==> config.mk <==
export PLATFORM = sky130hd
export DESIGN_NAME = bsg_fifo_rolly_replay_ctrl
export DESIGN_NICKNAME = d
export VERILOG_FILES = /design/src/rtl/bsg_rolly_replay_pkg.sv /design/src/rtl/bsg_rolly_replay_timer.sv /design/src/rtl/bsg_fifo_rolly_replay_ctrl.sv
export SDC_FILE = /design/constraint.sdc
export NUM_CORES = 1
export LEC_CHECK = 0
export BUFFER_PORTS_ARGS = -buffer_cell sky130_fd_sc_hd__buf_4
export CORE_AREA = 2 2 62 46
export CTS_CLUSTER_DIAMETER = 120
export CTS_CLUSTER_SIZE = 12
export DETAILED_ROUTE_END_ITERATION = 7
export DIE_AREA = 0 0 64 48
export PLACE_DENSITY = 0.77
export SLEW_MARGIN = 20
export SYNTH_ARGS = -nofsm -noshare
export SYNTH_HDL_FRONTEND = slang
export SYNTH_HIERARCHICAL = 1
export SYNTH_SLANG_ARGS = --single-unit
==> constraint.sdc <==
create_clock -name clk_i -period 2.6 [get_ports clk_i]
set_input_delay 0 -clock clk_i [delete_from_list [all_inputs] [get_ports clk_i]]
set_output_delay 0 -clock clk_i [all_outputs]
set_load 0.005 [all_outputs]
==> src/rtl/bsg_rolly_replay_pkg.sv <==
// Shared types and constants for the rolly FIFO replay controller.
package bsg_rolly_replay_pkg;

    // Read-side sequencer states
    typedef enum logic [1:0] {
        ST_SEND   = 2'd0,
        ST_REWIND = 2'd1,
        ST_HALT   = 2'd2
    } replay_state_e;

    // Bit positions inside the sticky err_o vector
    localparam int ERR_RETRY_BIT    = 0;
    localparam int ERR_SPURIOUS_BIT = 1;

endpackage : bsg_rolly_replay_pkg

==> src/rtl/bsg_rolly_replay_timer.sv <==
// Idle counter for the replay controller: counts cycles spent waiting for a
// response while entries are outstanding and pulses timeout_o on the cycle
// the count reaches timeout_p-1. Only built when BSG_ROLLY_REPLAY_TIMEOUT_EN
// is defined.
module bsg_rolly_replay_timer
    import bsg_rolly_replay_pkg::*;
#(
    parameter int timeout_p = 64
) (
    input  logic clk_i,
    input  logic reset_i,
    input  logic clr_i,
    output logic timeout_o
);

    localparam int cnt_w_lp = (timeout_p > 1) ? $clog2(timeout_p) : 1;
    localparam logic [cnt_w_lp-1:0] last_lp = cnt_w_lp'(timeout_p - 1);

    logic [cnt_w_lp-1:0] cnt_q, cnt_d;

    // A clear in the same cycle (e.g. an ACK) always beats the timeout.
    assign timeout_o = ~clr_i & (cnt_q == last_lp);

    // Next count: restart on clear or on firing, otherwise keep counting.
    always_comb begin
        // NOTE: every variable written here gets a value on every path, otherwise a latch is inferred.
        cnt_d = cnt_q + 1'b1;
        if (clr_i || timeout_o) begin
            cnt_d = '0;
        end
    end

    // Counter register.
    always_ff @(posedge clk_i or posedge reset_i) begin
        // NOTE: sequential state uses non-blocking assignments so all registers update together at the edge.
        if (reset_i) begin
            cnt_q <= '0;
        end else begin
            cnt_q <= cnt_d;
        end
    end

endmodule : bsg_rolly_replay_timer

==> src/rtl/bsg_fifo_rolly_replay_ctrl.sv <==
// Read-side sequencer for a rolly FIFO feeding a lossy link. Streams FIFO
// entries to the link, tracks up to window_p unacknowledged entries, retires
// them on ACKs and replays them via rollback on NACK (or on timeout when
// BSG_ROLLY_REPLAY_TIMEOUT_EN is defined). Halts after max_retries_p
// consecutive replays without progress.
module bsg_fifo_rolly_replay_ctrl
    import bsg_rolly_replay_pkg::*;
#(
    parameter int width_p       = 8,
    parameter int lg_size_p     = 3,
    parameter int window_p      = 2 ** lg_size_p,
    parameter int timeout_p     = 64,
    parameter int max_retries_p = 4
) (
    input  logic                 clk_i,
    input  logic                 reset_i,
    input  logic                 fifo_v_i,
    input  logic [width_p-1:0]   fifo_data_i,
    output logic                 fifo_yumi_o,
    output logic                 fifo_incr_v_o,
    output logic                 fifo_rollback_v_o,
    output logic                 fifo_ack_v_o,
    output logic                 link_v_o,
    output logic [width_p-1:0]   link_data_o,
    output logic [lg_size_p-1:0] link_seq_o,
    input  logic                 link_ready_i,
    input  logic                 resp_v_i,
    input  logic                 resp_nack_i,
    input  logic                 resp_all_i,
    input  logic                 halt_clr_i,
    output logic [1:0]           err_o,
    output logic [lg_size_p:0]   outstanding_o
);

    localparam int retry_w_lp = $clog2(max_retries_p + 1);
    localparam logic [lg_size_p:0]    window_lp    = (lg_size_p + 1)'(window_p);
    localparam logic [lg_size_p:0]    one_lp       = (lg_size_p + 1)'(1);
    localparam logic [retry_w_lp-1:0] max_retry_lp = retry_w_lp'(max_retries_p);

    replay_state_e          state_q, state_d;
    logic [lg_size_p:0]     outstanding_q, outstanding_d;
    logic [lg_size_p-1:0]   base_seq_q, base_seq_d;
    logic [retry_w_lp-1:0]  retry_q, retry_d;
    logic [1:0]             err_q, err_d;

    logic                   link_v, yumi, incr_v, ack_v, rollback_v;
    logic                   timeout;
    logic [lg_size_p:0]     yumi_ext;
    logic [retry_w_lp-1:0]  retry_inc;

    assign yumi_ext  = {{lg_size_p{1'b0}}, yumi};
    assign retry_inc = retry_q + 1'b1;

`ifdef BSG_ROLLY_REPLAY_TIMEOUT_EN
    logic timer_clr;

    // The timer only runs while SEND is waiting on outstanding entries.
    assign timer_clr = (state_q != ST_SEND) || (outstanding_q == '0) || resp_v_i;

    bsg_rolly_replay_timer #(
        .timeout_p (timeout_p)
    ) timer (
        .clk_i     (clk_i),
        .reset_i   (reset_i),
        .clr_i     (timer_clr),
        .timeout_o (timeout)
    );
`else
    logic unused_timeout_cfg;

    // Without the timer only a NACK can start a replay.
    assign timeout            = 1'b0;
    assign unused_timeout_cfg = (timeout_p == 0);
`endif

    // Next-state, counter updates and FIFO/link strobes. Each state drives at
    // most one of incr/ack/rollback, which keeps those strobes exclusive.
    always_comb begin
        state_d       = state_q;
        outstanding_d = outstanding_q;
        base_seq_d    = base_seq_q;
        retry_d       = retry_q;
        err_d         = err_q;
        link_v        = 1'b0;
        yumi          = 1'b0;
        incr_v        = 1'b0;
        ack_v         = 1'b0;
        rollback_v    = 1'b0;

        unique case (state_q)
            ST_SEND: begin
                link_v = fifo_v_i && (outstanding_q < window_lp);
                yumi   = link_v && link_ready_i;
                if (resp_v_i && (outstanding_q == '0)) begin
                    // Nothing in flight: the response cannot refer to anything.
                    err_d[ERR_SPURIOUS_BIT] = 1'b1;
                    outstanding_d = outstanding_q + yumi_ext;
                end else if (resp_v_i && resp_nack_i) begin
                    // Hold the FIFO still; REWIND rewinds to the checkpoint.
                    yumi    = 1'b0;
                    state_d = ST_REWIND;
                end else if (resp_v_i && resp_all_i) begin
                    ack_v         = 1'b1;
                    base_seq_d    = base_seq_q + outstanding_q[lg_size_p-1:0];
                    outstanding_d = yumi_ext;
                    retry_d       = '0;
                end else if (resp_v_i) begin
                    incr_v        = 1'b1;
                    base_seq_d    = base_seq_q + 1'b1;
                    outstanding_d = outstanding_q - one_lp + yumi_ext;
                    retry_d       = '0;
                end else if (timeout) begin
                    yumi    = 1'b0;
                    state_d = ST_REWIND;
                end else begin
                    outstanding_d = outstanding_q + yumi_ext;
                end
            end

            ST_REWIND: begin
                rollback_v    = 1'b1;
                outstanding_d = '0;
                retry_d       = retry_inc;
                if (retry_inc == max_retry_lp) begin
                    state_d               = ST_HALT;
                    err_d[ERR_RETRY_BIT]  = 1'b1;
                end else begin
                    state_d = ST_SEND;
                end
            end

            ST_HALT: begin
                if (halt_clr_i) begin
                    state_d = ST_SEND;
                    retry_d = '0;
                end
            end

            default: begin
                state_d = ST_SEND;
            end
        endcase
    end

    // State, counters and sticky error flags.
    always_ff @(posedge clk_i or posedge reset_i) begin
        if (reset_i) begin
            state_q       <= ST_SEND;
            outstanding_q <= '0;
            base_seq_q    <= '0;
            retry_q       <= '0;
            err_q         <= '0;
        end else begin
            state_q       <= state_d;
            outstanding_q <= outstanding_d;
            base_seq_q    <= base_seq_d;
            retry_q       <= retry_d;
            err_q         <= err_d;
        end
    end

    // Strobes are forced low while reset is held, since SEND (the reset state)
    // would otherwise pass fifo_v_i straight through.
    assign link_v_o          = link_v     & ~reset_i;
    assign fifo_yumi_o       = yumi       & ~reset_i;
    assign fifo_incr_v_o     = incr_v     & ~reset_i;
    assign fifo_ack_v_o      = ack_v      & ~reset_i;
    assign fifo_rollback_v_o = rollback_v & ~reset_i;
    assign link_data_o       = fifo_data_i;
    assign link_seq_o        = base_seq_q + outstanding_q[lg_size_p-1:0];
    assign err_o             = err_q;
    assign outstanding_o     = outstanding_q;

endmodule : bsg_fifo_rolly_replay_ctrl
==> impl_metrics.yaml <==
global_route:
  overflow: 0
  grt_pass1_wl_um: 4530
  grt_antenna_before_repair: 0
  grt_max_degree: 16
  grt_use_total: 0.199
  grt_pass1_vias: 938
timing:
  grt_setup_unrepaired: "no"
  final_hold_viol_count: 0
  setup_viol: 0
  period_needed_ps: 2470
  worst_pin_slew_ps: 695
  fmax_ghz: 0.405
  period_share: 0.950
  fin_tns_setup_ps: 0
  slew_headroom: 0.532
  final-max-slew-violation-count: 0
  fin_skew_ps: 2.63
synth:
  synth-warning-count: 6
  synth_top_area_frac: 0.297
  synth_most_common_cell: "dfrtp_1"
  postSynthAreaPerCell_um2: 9.23
  synth.yosys.seq_area_share: 0.297
  syn-num-nets: 157
  synthArstFlopShare: 1.00
  synthCells: 128
  synth.distinct_cells: 42
  synth-seq-cells: 14
  synthFlopType: "dfrtp_1"
  syn-cell-area_um2: 1180
  yosysTopAreaCell: "dfrtp_1"
  synth_common_cells: "dfrtp_1, inv_1, ha_1"
  yosys-top-cells-area: "dfrtp_1, ha_1, buf_4"
  synth-edff-count: 0
clocking:
  h-tree-depth: 1
  cts_tree: "yes"
  cts_resized: 0
  clockRootBuffer: "clkbuf_4"
  numCtsBuffers: 3
  insertion_delay_ps: 280
  postCtsSetupBuffers: 0
  clkSlewWorstSetupHoldPaths_ps: 80
  hold_buffers: 1
  clk_path_buf_depth: 2
  cts.sinks: 14
final_layout:
  layout.nets: 175
  layout-drive-gt1-share: 0.229
  multi_input_area_um2: 698
  insertedDiodeCount: 0
  seq_area_um2: 350
  final_util: 0.562
  fillCellCount: 226
  area_growth_pct: 15.1
floorplan:
  die_x_um: 64
  die_area_um2: 3070
  pin_count: 38
  start_util: 0.488
  fp.coreArea_um2: 2420
  die_h_um: 48
  row_count: 15
power:
  static-leakage-power_nw: 0.644
  ir_drop_v: 0.000427
  power_density_nw_per_um2: 1020
  p_total_mw: 1.39
worst_setup_path:
  rr_worst_depth: 6
  r2r_setup_slack_ps: 130
  worst_setup_path_start_kind: "flop"
  crit_type: "reg -> reg"
  critPathArrivalTime_ps: 2690
  worstPathRequired_ps: 2820
  setup.worst_path.end_class: "flop"
  crit_fanout: 9
  crit_start: "outstanding_o[1]$_DFFE_PP0P_"
  worstReg2RegEnd: "outstanding_o[1]$_DFFE_PP0P_"
  timing.rr.start: "outstanding_o[1]$_DFFE_PP0P_"
route:
  via_per_inst: 5.63
  dr.pass1.iters: 4
  wirelength_um: 2830
  wl_per_cell_um: 15.9
  drc: 0
  drt_iter0_markers: 42
  dr_total_vias: 1003
  ant_nets: 0
flow_run:
  drv_cap: 0
hold_path:
  hold_class: "in -> out"
  min_path_cells: 0
  hold_path.startpoint: "fifo_data_i[2]"
  holdPathEnd: "link_data_o[2]"
place:
  dp_hpwl_um: 2160
  place.gp.congestion: 0.861
  io_buffer_count: 21
run_status:
  status: "finished clean"
[cell usage in the layout (no fill, tap or decap), types with 2 or more instances in the layout]
cell	n
a21oi_1	5
a31oi_1	2
and3_1	2
buf_4	25
clkbuf_4	3
dfrtp_1	14
ha_1	12
inv_1	13
mux2_1	2
mux2i_1	4
nand2_1	10
nand2b_1	3
nand3_1	2
nor2_1	2
nor2b_1	5
nor3b_1	2
o21ai_0	11
o22ai_2	2
xnor2_1	2
[cells by family after synthesis]
kind of cell,Yosys count,share of synthesized area
AOI/OAI and AO/OA,31,0.196
xor gates and xnor gates,3,0.0222
adders and majority gates,13,0.144
buffers and inverters,26,0.112
DFF,14,0.297
muxes,6,0.0530
and+or+nand+nor,35,0.176
[sequential cells by signal (all words and copies together), names as in the netlist]
| signal | flops |
|---|---|
| err_o | 2 |
| base_seq_q | 3 |
| state_q | 2 |
| outstanding_o | 4 |
| retry_q | 3 |
[through the flow]
stage                     worst slack, ps  hold WS, ps  std cells  area [um^2]
after detailed placement              155       0.0346        174         1330
after global routing                 30.1      0.00896        178         1360
after global placement                370       0.0346        174         1330
after floorplan                       390         -106        128         1180
final                                 131      0.00748        178         1360
after CTS                             132       0.0346        178         1360
[layer usage]
layer  up-vias  global-route usage  share of wire
met4         0              0.0304         0.0050
met3         4              0.0447          0.061
met2        41               0.381           0.49
met5         -                   0              0
li1        480                   -              -
met1       478               0.241           0.45
[worst max-delay path by stage]
stage,endpoint,cells past startpoint,slack (ps)
global placement,outstanding_o[2]$_DFFE_PP0P_,8,370
floorplan,outstanding_o[1]$_DFFE_PP0P_,7,390
CTS,outstanding_o[1]$_DFFE_PP0P_,6,130
global route,outstanding_o[1]$_DFFE_PP0P_,6,30
finish,outstanding_o[1]$_DFFE_PP0P_,6,130
detailed placement,outstanding_o[1]$_DFFE_PP0P_,6,160
[power by group]
part | internal [mW] | leakage (nW) | switching, mW | total, mW
logic | 0.437 | 0.452 | 0.472 | 0.909
registers | 0.296 | 0.178 | 0.0643 | 0.360
clock network | 0.0538 | 0.0138 | 0.0690 | 0.123
total | 0.787 | 0.644 | 0.605 | 1.39
[critical path, cell delays in order (launching register included)]
cell and delay (ps):
dfrtp_1 510, o41a_1 550, a21o_1 260, ha_1 210, ha_1 280, o41ai_1 390, a22o_1 210
[cell type report]
type | instances | area share
Multi-Input combinational cell | 88 | 0.513
Clock buffer | 3 | 0.0166
Sequential cell | 14 | 0.258
Timing Repair Buffer | 26 | 0.145
Inverter | 13 | 0.0359
Tap cell | 34 | 0.0313
Power figures use the tool's default switching activity.
